[config.mk]
export PLATFORM = sky130hd
export DESIGN_NAME = forward_ctrl
export DESIGN_NICKNAME = d
export VERILOG_FILES = /design/src/rtl/forward_ctrl.sv
export SDC_FILE = /design/constraint.sdc
export NUM_CORES = 1
export LEC_CHECK = 0
export CORE_MARGIN = 2
export CORE_UTILIZATION = 45
export CTS_BUF_LIST = sky130_fd_sc_hd__clkbuf_4 sky130_fd_sc_hd__clkbuf_8 sky130_fd_sc_hd__clkbuf_16
export CTS_CLUSTER_SIZE = 14
export DETAILED_ROUTE_END_ITERATION = 6
export MAX_ROUTING_LAYER = met4
export PLACE_DENSITY = 0.77
export SYNTH_ARGS = -nofsm -noshare
export SYNTH_HDL_FRONTEND = slang
export SYNTH_SLANG_ARGS = --single-unit
export TNS_END_PERCENT = 1
[constraint.sdc]
create_clock -name clk -period 1.8 [get_ports clk]
set_input_delay 0.27 -clock clk [delete_from_list [all_inputs] [get_ports clk]]
set_output_delay 0.27 -clock clk [all_outputs]
set_load 0.05 [all_outputs]
[src/rtl/forward_ctrl.sv]
// Forwarding and load-use hazard control for the EX-stage operand muxes.
// Optional perf counters (stall_cnt, fwd_cnt) are built when FWD_PERF_CNT_EN is defined.
module forward_ctrl #(
    parameter int unsigned REG_W    = 5,
    parameter int unsigned ZERO_REG = 31
) (
    input  logic             clk,
    input  logic             reset,
    input  logic             id_valid,
    input  logic [REG_W-1:0] id_rn,
    input  logic [REG_W-1:0] id_rm,
    input  logic             id_rn_used,
    input  logic             id_rm_used,
    input  logic [REG_W-1:0] id_rd,
    input  logic             id_reg_write,
    input  logic             id_mem_read,
    input  logic             flush,
    output logic [1:0]       fwd_a,
    output logic [1:0]       fwd_b,
    output logic             stall
`ifdef FWD_PERF_CNT_EN
    ,
    output logic [31:0]      stall_cnt,
    output logic [31:0]      fwd_cnt
`endif
);

    localparam logic [REG_W-1:0] ZeroReg = REG_W'(ZERO_REG);

    logic             ex_valid_q, ex_valid_d;
    logic [REG_W-1:0] ex_rd_q, ex_rd_d;
    logic             ex_wr_q, ex_wr_d;
    logic             ex_load_q, ex_load_d;
    logic             mem_valid_q, mem_valid_d;
    logic [REG_W-1:0] mem_rd_q, mem_rd_d;
    logic             mem_wr_q, mem_wr_d;
    logic [1:0]       fwd_a_q, fwd_a_d;
    logic [1:0]       fwd_b_q, fwd_b_d;

    logic             ex_live, mem_live, advance;
    logic [1:0]       sel_a, sel_b;

    // Youngest producer (EX) wins over MEM; XZR is never forwarded.
    function automatic logic [1:0] fwd_sel(input logic used, input logic [REG_W-1:0] src,
                                           input logic ex_l, input logic [REG_W-1:0] ex_rd,
                                           input logic mem_l, input logic [REG_W-1:0] mem_rd);
        logic [1:0] sel;
        sel = 2'd0;
        if (used && (src != ZeroReg)) begin
            if (ex_l && (ex_rd == src)) begin
                sel = 2'd1;
            end else if (mem_l && (mem_rd == src)) begin
                sel = 2'd2;
            end
        end
        return sel;
    endfunction

    always_comb begin
        ex_live  = ex_valid_q & ex_wr_q & (ex_rd_q != ZeroReg);
        mem_live = mem_valid_q & mem_wr_q & (mem_rd_q != ZeroReg);

        stall = id_valid & ex_live & ex_load_q & ~flush &
                ((id_rn_used & (id_rn == ex_rd_q)) | (id_rm_used & (id_rm == ex_rd_q)));
        advance = id_valid & ~stall & ~flush;

        sel_a = fwd_sel(id_rn_used, id_rn, ex_live, ex_rd_q, mem_live, mem_rd_q);
        sel_b = fwd_sel(id_rm_used, id_rm, ex_live, ex_rd_q, mem_live, mem_rd_q);

        mem_valid_d = ex_valid_q;
        mem_rd_d    = ex_rd_q;
        mem_wr_d    = ex_wr_q;

        ex_valid_d = advance;
        ex_rd_d    = ex_rd_q;
        ex_wr_d    = ex_wr_q;
        ex_load_d  = ex_load_q;
        fwd_a_d    = 2'd0;
        fwd_b_d    = 2'd0;
        if (advance) begin
            ex_rd_d   = id_rd;
            ex_wr_d   = id_reg_write;
            ex_load_d = id_mem_read;
            fwd_a_d   = sel_a;
            fwd_b_d   = sel_b;
        end
    end

    always_ff @(posedge clk) begin
        if (!reset) begin
            ex_valid_q  <= 1'b0;
            ex_rd_q     <= '0;
            ex_wr_q     <= 1'b0;
            ex_load_q   <= 1'b0;
            mem_valid_q <= 1'b0;
            mem_rd_q    <= '0;
            mem_wr_q    <= 1'b0;
            fwd_a_q     <= 2'd0;
            fwd_b_q     <= 2'd0;
        end else begin
            ex_valid_q  <= ex_valid_d;
            ex_rd_q     <= ex_rd_d;
            ex_wr_q     <= ex_wr_d;
            ex_load_q   <= ex_load_d;
            mem_valid_q <= mem_valid_d;
            mem_rd_q    <= mem_rd_d;
            mem_wr_q    <= mem_wr_d;
            fwd_a_q     <= fwd_a_d;
            fwd_b_q     <= fwd_b_d;
        end
    end

    assign fwd_a = fwd_a_q;
    assign fwd_b = fwd_b_q;

`ifdef FWD_PERF_CNT_EN
    logic [31:0] stall_cnt_q, stall_cnt_d;
    logic [31:0] fwd_cnt_q, fwd_cnt_d;

    // Counted once per instruction entering EX, not per forwarded operand.
    always_comb begin
        stall_cnt_d = stall_cnt_q;
        fwd_cnt_d   = fwd_cnt_q;
        if (stall && (stall_cnt_q != 32'hFFFF_FFFF)) begin
            stall_cnt_d = stall_cnt_q + 32'd1;
        end
        if (advance && ((sel_a != 2'd0) || (sel_b != 2'd0)) && (fwd_cnt_q != 32'hFFFF_FFFF)) begin
            fwd_cnt_d = fwd_cnt_q + 32'd1;
        end
    end

    always_ff @(posedge clk) begin
        if (!reset) begin
            stall_cnt_q <= '0;
            fwd_cnt_q   <= '0;
        end else begin
            stall_cnt_q <= stall_cnt_d;
            fwd_cnt_q   <= fwd_cnt_d;
        end
    end

    assign stall_cnt = stall_cnt_q;
    assign fwd_cnt   = fwd_cnt_q;
`endif

endmodule

==> flow_summary.json <==
{
  "power_leakage_uw": 0.000673,
  "layout.nets": 181,
  "grtUsageTotal_pct": 21.8,
  "grt_pass1_wl_um": 4000,
  "ys_ff_latch": 19,
  "core-area_um2": 1960,
  "dp_hpwl_um": 1860,
  "power.total_uw": 855,
  "path_class": "primary input to output pin",
  "arrival_ns": 1.57,
  "clock_latency_ns": 0.30,
  "synth.area.top_cells": "dfxtp_1, xor2_1, xnor2_1, mux2i_1, nand2_1",
  "cts_buffer_depth": 2,
  "cts_hold_buf": 0,
  "ys.warnings.count": 0,
  "reg2reg_from": "ex_rd_q[1]",
  "skew_ns": 0.0114,
  "viasPerCell": 5.03,
  "area_delta_synth_final_pct": 60.2,
  "syn-instance-count": 109,
  "wl_per_cell_um": 13.1,
  "synth_edf_count": 0,
  "ys_top_cells_by_count": "dfxtp_1, nand2_1, xor2_1",
  "ctsRootBufferMaster": "clkbuf_4",
  "cts_tree": "yes",
  "setup_viol_count_final": 1,
  "drv_cap": 0,
  "drc": 0,
  "die_x_um": 49.8,
  "rsz0062_at_grt": "yes",
  "boundaryPins": 28,
  "yosysTopAreaCellShare_pct": 40.4,
  "hp-class": "flip-flop to flip-flop",
  "ant_nets": 0,
  "wirelength_um": 2410,
  "worst_slew_pin_slew_ns": 0.495,
  "cp-start-kind": "primary input",
  "seq_area_um2": 392,
  "grt_pass1_vias": 920,
  "worst_ep_required_time_ns": 1.53,
  "first_pass_iters": 4,
  "layout-drive-gt1-share_pct": 27.4,
  "peakVddDrop_mv": 0.555,
  "fillers": 142,
  "fin_ws_ns": -0.0410,
  "relSlewSlack_pct": 66.9,
  "final.min_clock_period_ns": 1.84,
  "ys.flop_type": "dfxtp_1",
  "cts_sinks": 19,
  "vias": 925,
  "port_buffers": 27,
  "rr_worst_depth": 6,
  "cp-endpoint": "stall",
  "synthArstFlopShare_pct": 0,
  "synth_most_common_cell": "dfxtp_1",
  "cts_buffers": 3,
  "hold_viol_final": 0,
  "start_util_pct": 48.0,
  "dpl-instance-area_um2": 1370,
  "grt_max_degree": 16,
  "first_iter_violations": 6,
  "setup_tns_ns": -0.0410,
  "multiInputGateArea_um2": 598,
  "path_clk_slew_ns": 0.11,
  "rows": 16,
  "antennaDiodeCount": 0,
  "globalRouteOverflowTotal": 0,
  "cp-startpoint": "id_rn[0]",
  "syn_area_um2": 942,
  "violations": "negative setup slack",
  "slew_viol_final": 0,
  "final_area_um2": 1510,
  "fp.dieH_um": 49.8,
  "yosys.area.top_type": "dfxtp_1",
  "yosysSeqAreaShare_pct": 40.4,
  "max_clock_freq_mhz": 543,
  "fin_crit_sh_pct": 102,
  "r2r_slack_ns": 0.18,
  "htree_levels": 1,
  "ys_types": 22,
  "syn_avg_cell_area_um2": 8.64,
  "status": "finished with violations",
  "cp-end-kind": "output pin",
  "r2r-end": "ex_rd_q[1]",
  "antenna_found_initial": 0,
  "syn_nets": 132,
  "post-place-ws_ns": -0.244,
  "power.density_nw_per_um2": 566,
  "dieArea_um2": 2480,
  "place.gp.congestion": 0.938,
  "crit_fanout": 2
}
[sequential cells by signal (all words and copies together), names as in the netlist]
name	flops
fwd_a	2
ex_wr_q	1
ex_rd_q	5
fwd_b	2
mem_rd_q	5
mem_valid_q	1
ex_load_q	1
ex_valid_q	1
mem_wr_q	1
[per-layer routing]
metal | routed length [um] | track usage (%) | vias up
met4 | 78 | 8.80 | 0
met3 | 107 | 4.24 | 8
li1 | - | - | 462
met1 | 1050 | 25.4 | 425
met2 | 1170 | 36.7 | 30
met5 | 0 | - | -
[worst min-delay path by stage]
stage,end,slack (ns),cells after the start,start
after floorplan,ex_wr_q,0.41,2,id_reg_write
after global placement,mem_wr_q,0.44,2,ex_wr_q
after detailed placement,mem_valid_q,0.47,1,ex_valid_q
after CTS,mem_wr_q,0.47,2,ex_wr_q
after global routing,mem_wr_q,0.49,2,ex_wr_q
final,mem_wr_q,0.46,2,ex_wr_q
[cell families after synthesis]
| logic type | after synthesis | share of synthesized area, % |
|---|---|---|
| AOI/OAI and AO/OA | 12 | 9.30 |
| muxes | 6 | 6.37 |
| buffers and inverters | 9 | 3.59 |
| and+or+nand+nor | 43 | 21.8 |
| DFF | 19 | 40.4 |
| xor gates and xnor gates | 20 | 18.6 |
[power breakdown]
group	leakage [uW]	total [uW]	internal, uW	switching (uW)
Sequential	0.000157	450	434	16.2
Clock	0.0000184	227	101	125
Combinational	0.000497	178	105	73.1
[final cells by class]
cell class                      instances  share of cell area [%]
Clock buffer                            4                    1.99
Inverter                                6                    1.49
Multi-Input combinational cell         81                    39.6
Sequential cell                        19                    26.0
Tap cell                               27                    2.24
Timing Repair Buffer                   47                    28.7
[cell usage in the layout, fill, tap and decap left out]
cell,synthesis,layout
nor3_1,4,2
dfxtp_4,0,2
nor2_4,0,1
nor3_2,0,2
nor2_2,0,1
dlymetal6s2s_1,0,2
and3_1,4,4
buf_12,0,1
nand3_2,0,1
dfxtp_1,19,14
nand4_1,1,1
xor2_2,0,3
inv_1,6,6
a32o_1,1,1
and3_4,1,1
nor2_1,7,5
nand3_1,8,7
dlygate4sd2_1,0,2
a21oi_1,2,2
clkdlybuf4s50_1,0,22
and3_2,1,1
and2_1,1,1
xor2_1,12,9
nand2_1,15,15
nor2b_1,1,1
a31oi_4,0,1
mux2i_1,6,6
dfxtp_2,0,3
a21boi_4,1,1
o21ai_0,3,3
buf_4,0,20
a31oi_1,4,3
clkbuf_4,0,4
xnor2_1,8,8
a32oi_2,0,1
[timing repair]
action | in CTS | in global routing
endpoints found under the setup margin | 1 | 7
pin swaps | 4 | 7
setup buffers | 2 | 2
resized for setup | 13 | 9
[metrics by stage]
stage                     std cells  hold WS (ns)  utilization, %
after detailed placement        176         0.471            69.7
final                           184         0.464            76.9
after floorplan                 109         0.412               -
after global placement          176         0.442            69.7
after global routing            184         0.489            76.9
after CTS                       182         0.473            74.4
[critical path, cell delays in order]
cell             delay [ns]
clkdlybuf4s50_1        0.46
xnor2_1                0.17
and3_4                 0.20
a32oi_2                0.25
nor2_4                 0.08
buf_12                 0.15
(Power assumes the default switching activity.)
==> variant 1 (same settings) <==
The option `FWD_PERF_CNT_EN` is turned on by a define.
--- a/src/rtl/forward_ctrl.sv
+++ b/src/rtl/forward_ctrl.sv
@@ -1,5 +1,7 @@
 // Forwarding and load-use hazard control for the EX-stage operand muxes.
 // Optional perf counters (stall_cnt, fwd_cnt) are built when FWD_PERF_CNT_EN is defined.
+`define FWD_PERF_CNT_EN
+
 module forward_ctrl #(
     parameter int unsigned REG_W    = 5,
     parameter int unsigned ZERO_REG = 31
Behaviour (old outputs only; new: fwd_cnt and stall_cnt): unchanged (Yosys induction, for registers that start in step).
==> variant 1 against the original RTL <==
- the run still ends with negative setup slack left
- total power increased to 4.0 times the old value
- maximum frequency fell by 19%
- register-to-register slack got worse by 0.66 ns
- routed wire length grew to 5.7 times the old value
- non-clock buffer count up 185
- sequential power rose to 4.0 times the old value
- sequential cell count up 64
- worst setup slack worse by 0.44 ns
- synthesized area rose to 4.5 times the old value
- critical path depth increased by 1
- utilization is 2.9 points lower
- cell area rose to 4.5 times the old value
- clock skew increased by 0.0012 ns
==> variant 1: results (changes against the original RTL) <==
Drt
The number of DRC markers after the initial detailed-route iteration is 201 (was 6). The total met2 wirelength after detailed routing is 7130 um (was 1170 um). The overall via count from detail_route is 4827 (was 925). The final wirelength is 13700 um (was 2410 um).

STA
The worst path setup slack after routing came to -0.482 ns (was -0.0410 ns). The number of failing setup endpoints in the final timing report is 70 (was 1). The measured slew at the worst slew-check pin is 0.595 ns (was 0.495 ns).

Layout
The count of clock buffers in the final design was 12 (was 4). The final core utilization is 74.0% (was 76.9%). The number of buffers outside the clock class in the layout is 232 (was 47). The sequential fraction of total cell area is 26.4% (was 26.0%).

Clock tree
The library cell used as clock root buffer is sky130_fd_sc_hd__clkbuf_8 (was sky130_fd_sc_hd__clkbuf_4). The setup fix buffers added after clock tree synthesis is 1 (was 2). The number of buffers created by CTS is 9 (was 3). The clock network latency to the later pin of the worst-skew pair is 0.36 ns (was 0.30 ns).

Place
The total half-perimeter wirelength after legalization and detailed placement is 9500 um (was 1860 um).

Global routing
The maximum number of pins on one net before global-route repair is 59 (was 16). The met1 track demand over resource in global routing came to 31.0% (was 25.4%). The global router's overall resource usage is 26.7% (was 21.8%).

Outcome
Violated checks: negative setup slack (unchanged). Run status: complete, but fails checks (unchanged).

Worst setup path
The top cell family by delay on the critical path is simple AND/OR/NAND/NOR gates (was buffers and inverters). The arrival time of the worst setup path is 2.57 ns (was 1.57 ns).

Power and ir drop
The reported clock group power is 1.36 mW (was 0.227 mW). The reported combinational group power is 0.251 mW (was 0.178 mW).

Min path
The number of cells traversed by the worst hold path was 3 (was 2).
[variant 1: cell count changes after synthesis, sizes merged, moves of 20 or more]
cell / change
dfxtp: +64
nand2: +52
nand4: +21
nor3: +20
clkbuf: +21
nor4: +23
nand3: +26
a21oi: +23
nor2: +27
[variant 1: worst paths after layout]
path,startpoint,end
min reg2reg,ex_valid_q$_SDFF_PN0_,mem_valid_q$_SDFF_PN0_
min,reset,fwd_cnt[19]$_SDFFE_PN0P_
max,ex_rd_q[0]$_SDFFE_PN0P_,stall_cnt[21]$_SDFFE_PN0P_
max reg2reg,ex_rd_q[0]$_SDFFE_PN0P_,stall_cnt[21]$_SDFFE_PN0P_
[variant 1: cell families (layout without fill, tap and decap cells)]
family,after synthesis,after routing,share of synthesized area (%)
muxes,18,18,4.23
xor gates and xnor gates,34,34,6.99
and+or+nand+nor,278,279,34.6
buffers and inverters,41,259,3.90
AOI/OAI and AO/OA,72,72,10.7
adders and majority gates,2,2,0.587
DFF,83,83,39.0
==> variant 2 (same settings) <==
Without the edit above. `mem_rd_q` no longer has a reset.
--- a/src/rtl/forward_ctrl.sv
+++ b/src/rtl/forward_ctrl.sv
@@ -93,7 +93,6 @@
             ex_wr_q     <= 1'b0;
             ex_load_q   <= 1'b0;
             mem_valid_q <= 1'b0;
-            mem_rd_q    <= '0;
             mem_wr_q    <= 1'b0;
             fwd_a_q     <= 2'd0;
             fwd_b_q     <= 2'd0;
@@ -103,11 +102,14 @@
             ex_wr_q     <= ex_wr_d;
             ex_load_q   <= ex_load_d;
             mem_valid_q <= mem_valid_d;
-            mem_rd_q    <= mem_rd_d;
             mem_wr_q    <= mem_wr_d;
             fwd_a_q     <= fwd_a_d;
             fwd_b_q     <= fwd_b_d;
         end
+    end
+
+    always_ff @(posedge clk) begin
+        mem_rd_q <= mem_rd_d;
     end
 
     assign fwd_a = fwd_a_q;
Check against the original RTL: no difference found for any inputs over 10 cycles, from zero or initial values and one cycle with reset low; that may be too few to reach the edited logic, so the function may still have changed.
==> variant 2 against the original RTL <==
- the run still ends with negative setup slack left
- synthesized area increased by 7.4%
- clock skew decreased by 0.0096 ns
- clock power about the same
- sequential cell count unchanged
- sequential share of layout area about the same
- cell area decreased by 1.2%
- worst setup slack got worse by 0.0026 ns
- routed wire length increased by 8.9%
- hold slack got worse by 0.055 ns
- global-route usage increased by 0.78 points
- total power increased by 7.0%
- via count increased by 11%
- sequential power increased by 7.1%
==> variant 2: results (changes against the original RTL) <==
STA
The number of failing setup endpoints in the final timing report was 1 (unchanged). The worst path setup slack after routing came to -0.0435 ns (was -0.0410 ns). The measured slew at the worst slew-check pin is 0.496 ns (was 0.495 ns). The accumulated negative setup slack is -0.0435 ns (was -0.0410 ns). The final setup skew was 0.00182 ns (was 0.0114 ns).

Yosys
Top cells by instance count after synthesis: 19 x sky130_fd_sc_hd__dfxtp_1, 14 x sky130_fd_sc_hd__xor2_1, 13 x sky130_fd_sc_hd__nor2_1, 10 x sky130_fd_sc_hd__nand2_1, 8 x sky130_fd_sc_hd__nand3_1 (was 19 x sky130_fd_sc_hd__dfxtp_1, 15 x sky130_fd_sc_hd__nand2_1, 12 x sky130_fd_sc_hd__xor2_1, 8 x sky130_fd_sc_hd__nand3_1, 8 x sky130_fd_sc_hd__xnor2_1). The share of synthesized flip-flops with an asynchronous set or reset is 0% (unchanged). Top area cells in the synthesized netlist: sky130_fd_sc_hd__dfxtp_1 38%, sky130_fd_sc_hd__xor2_1 12%, sky130_fd_sc_hd__xnor2_1 5.2% (was sky130_fd_sc_hd__dfxtp_1 40%, sky130_fd_sc_hd__xor2_1 11%, sky130_fd_sc_hd__xnor2_1 7.4%).

The mean post-synth cell area is 8.80 sq um (was 8.64 sq um). The number of distinct library cells after synthesis was 26 (was 22). The number of warning messages in the yosys log came to 0 (unchanged). The part of the Yosys area used for sequential elements is 37.6% (was 40.4%).

The net count after synthesis is 138 (was 132).

Clock tree
The library cell used as clock root buffer was sky130_fd_sc_hd__clkbuf_4 (unchanged). The maximum level of the CTS H-tree is 1 (unchanged). The clock network latency to the later pin of the worst-skew pair is 0.29 ns. After clock tree synthesis, the clock-pin slew on the worst setup and hold paths is 0.10 ns.

The number of buffers created by CTS is 3 (unchanged). The maximum clock insertion buffer count is 2 (unchanged).

Global routing
The wire length of the first global-routing pass is 4290 um (was 4000 um). The maximum number of pins on one net before global-route repair is 23 (was 16). The initial antenna violation count is 0 (unchanged).

The global router's overall resource usage is 22.6% (was 21.8%).

Outcome
Run status: complete, but fails checks (unchanged). Violated checks: negative setup slack (unchanged).

Place
The number of I/O port buffers is 27 (unchanged). The total half-perimeter wirelength after legalization and detailed placement is 1990 um (was 1860 um). The final weighted congestion in routability-driven placement is 0.961 (was 0.938).

Power and ir drop
The leakage power of the design was 0.590 nW (was 0.673 nW). The maximum ir drop on the vdd rail is 405 uV (was 555 uV).

Drt
The overall via count from detail_route was 1024 (was 925). The final wirelength came to 2620 um (was 2410 um). The average vias per placed instance is 5.54 (was 5.03).

The number of detailed-route iterations in the first pass is 4 (unchanged). The number of DRC markers after the initial detailed-route iteration came to 28 (was 6).

Layout
The total number of nets in the final design is 181 (unchanged). The antenna cell count was 0 (unchanged). Biggest registers after layout: ex_rd_q x5, mem_rd_q x5 (unchanged). The layout cell share with drive strength beyond 1 is 22.9% (was 27.4%).

Min path
The path category of the worst min-delay check is flip-flop to flip-flop (unchanged).

Worst setup path
The arrival time of the worst setup path is 1.57 ns (about the same). The top fanout value on the critical path came to 2 (unchanged).

Job
The max-cap check violation count is 0 (unchanged).
-- variant 2: metal layers --
metal	GRT usage [%]	routed length, um
met5	-	0
met4	11.4	27
met3	3.22	175
met2	38.7	1350
met1	25.5	1060
-- variant 2: timing repair --
item | CTS | global route
buffers inserted | 1 | 0
hold endpoints to repair | 0 | 0
pin swaps | 4 | 1
resized for setup | 15 | 0
setup endpoints to repair | 1 | 1
-- variant 2: final timing paths --
kind / start / end / slack, ns / cells past startpoint
worst max-delay path: id_rn[1] / stall / -0.04 / 6
worst min-delay path: ex_rd_q[1]$_SDFFE_PN0P_ / mem_rd_q[1]$_DFF_P_ / 0.41 / 0
worst max register to register: ex_rd_q[4]$_SDFFE_PN0P_ / ex_wr_q$_SDFFE_PN0P_ / 0.19 / 6
worst min register to register: ex_rd_q[1]$_SDFFE_PN0P_ / mem_rd_q[1]$_DFF_P_ / 0.41 / 0
-- variant 2: layout make-up --
type	instances	area, sq um
clock buffers	4	30.0
inverters	1	3.75
fillers	175	679
well taps	28	35.0
multi-input cells	89	632
flip-flops and latches	19	387
repair buffers	44	403
-- variant 2: worst max-delay path: stages --
cell	delay [ns]
sky130_fd_sc_hd__clkdlybuf4s50_1	0.52
sky130_fd_sc_hd__xor2_1	0.21
sky130_fd_sc_hd__nor3_2	0.08
sky130_fd_sc_hd__a32oi_2	0.26
sky130_fd_sc_hd__nor2_4	0.07
sky130_fd_sc_hd__buf_12	0.15
-- variant 2: cells by family after synthesis --
logic type / after synthesis / synth area share, %
compound gates: 19 / 15.9
xor+xnor: 20 / 17.3
buf+inv: 7 / 4.08
flops: 19 / 37.6
mux: 1 / 0.989
simple gates: 49 / 24.1
-- variant 2: through the flow --
step	cell area (sq um)	hold WS, ns	setup slack [ns]	utilization [%]
4_1_cts	1490	0.414	-0.0178	68.7
3_3_place_gp	1410	0.416	-0.152	65.1
2_1_floorplan	1010	0.393	0.0506	-
5_1_grt	1490	0.422	-0.0944	68.7
6_report	1490	0.409	-0.0435	68.7
3_5_place_dp	1410	0.424	-0.158	65.1
-- variant 2: report_power, final --
group | leakage (nW) | total (mW) | switching (mW) | internal (mW)
sequential | 0.158 | 0.482 | 0.0346 | 0.447
clock | 0.0184 | 0.227 | 0.126 | 0.101
combinational | 0.414 | 0.205 | 0.0892 | 0.116
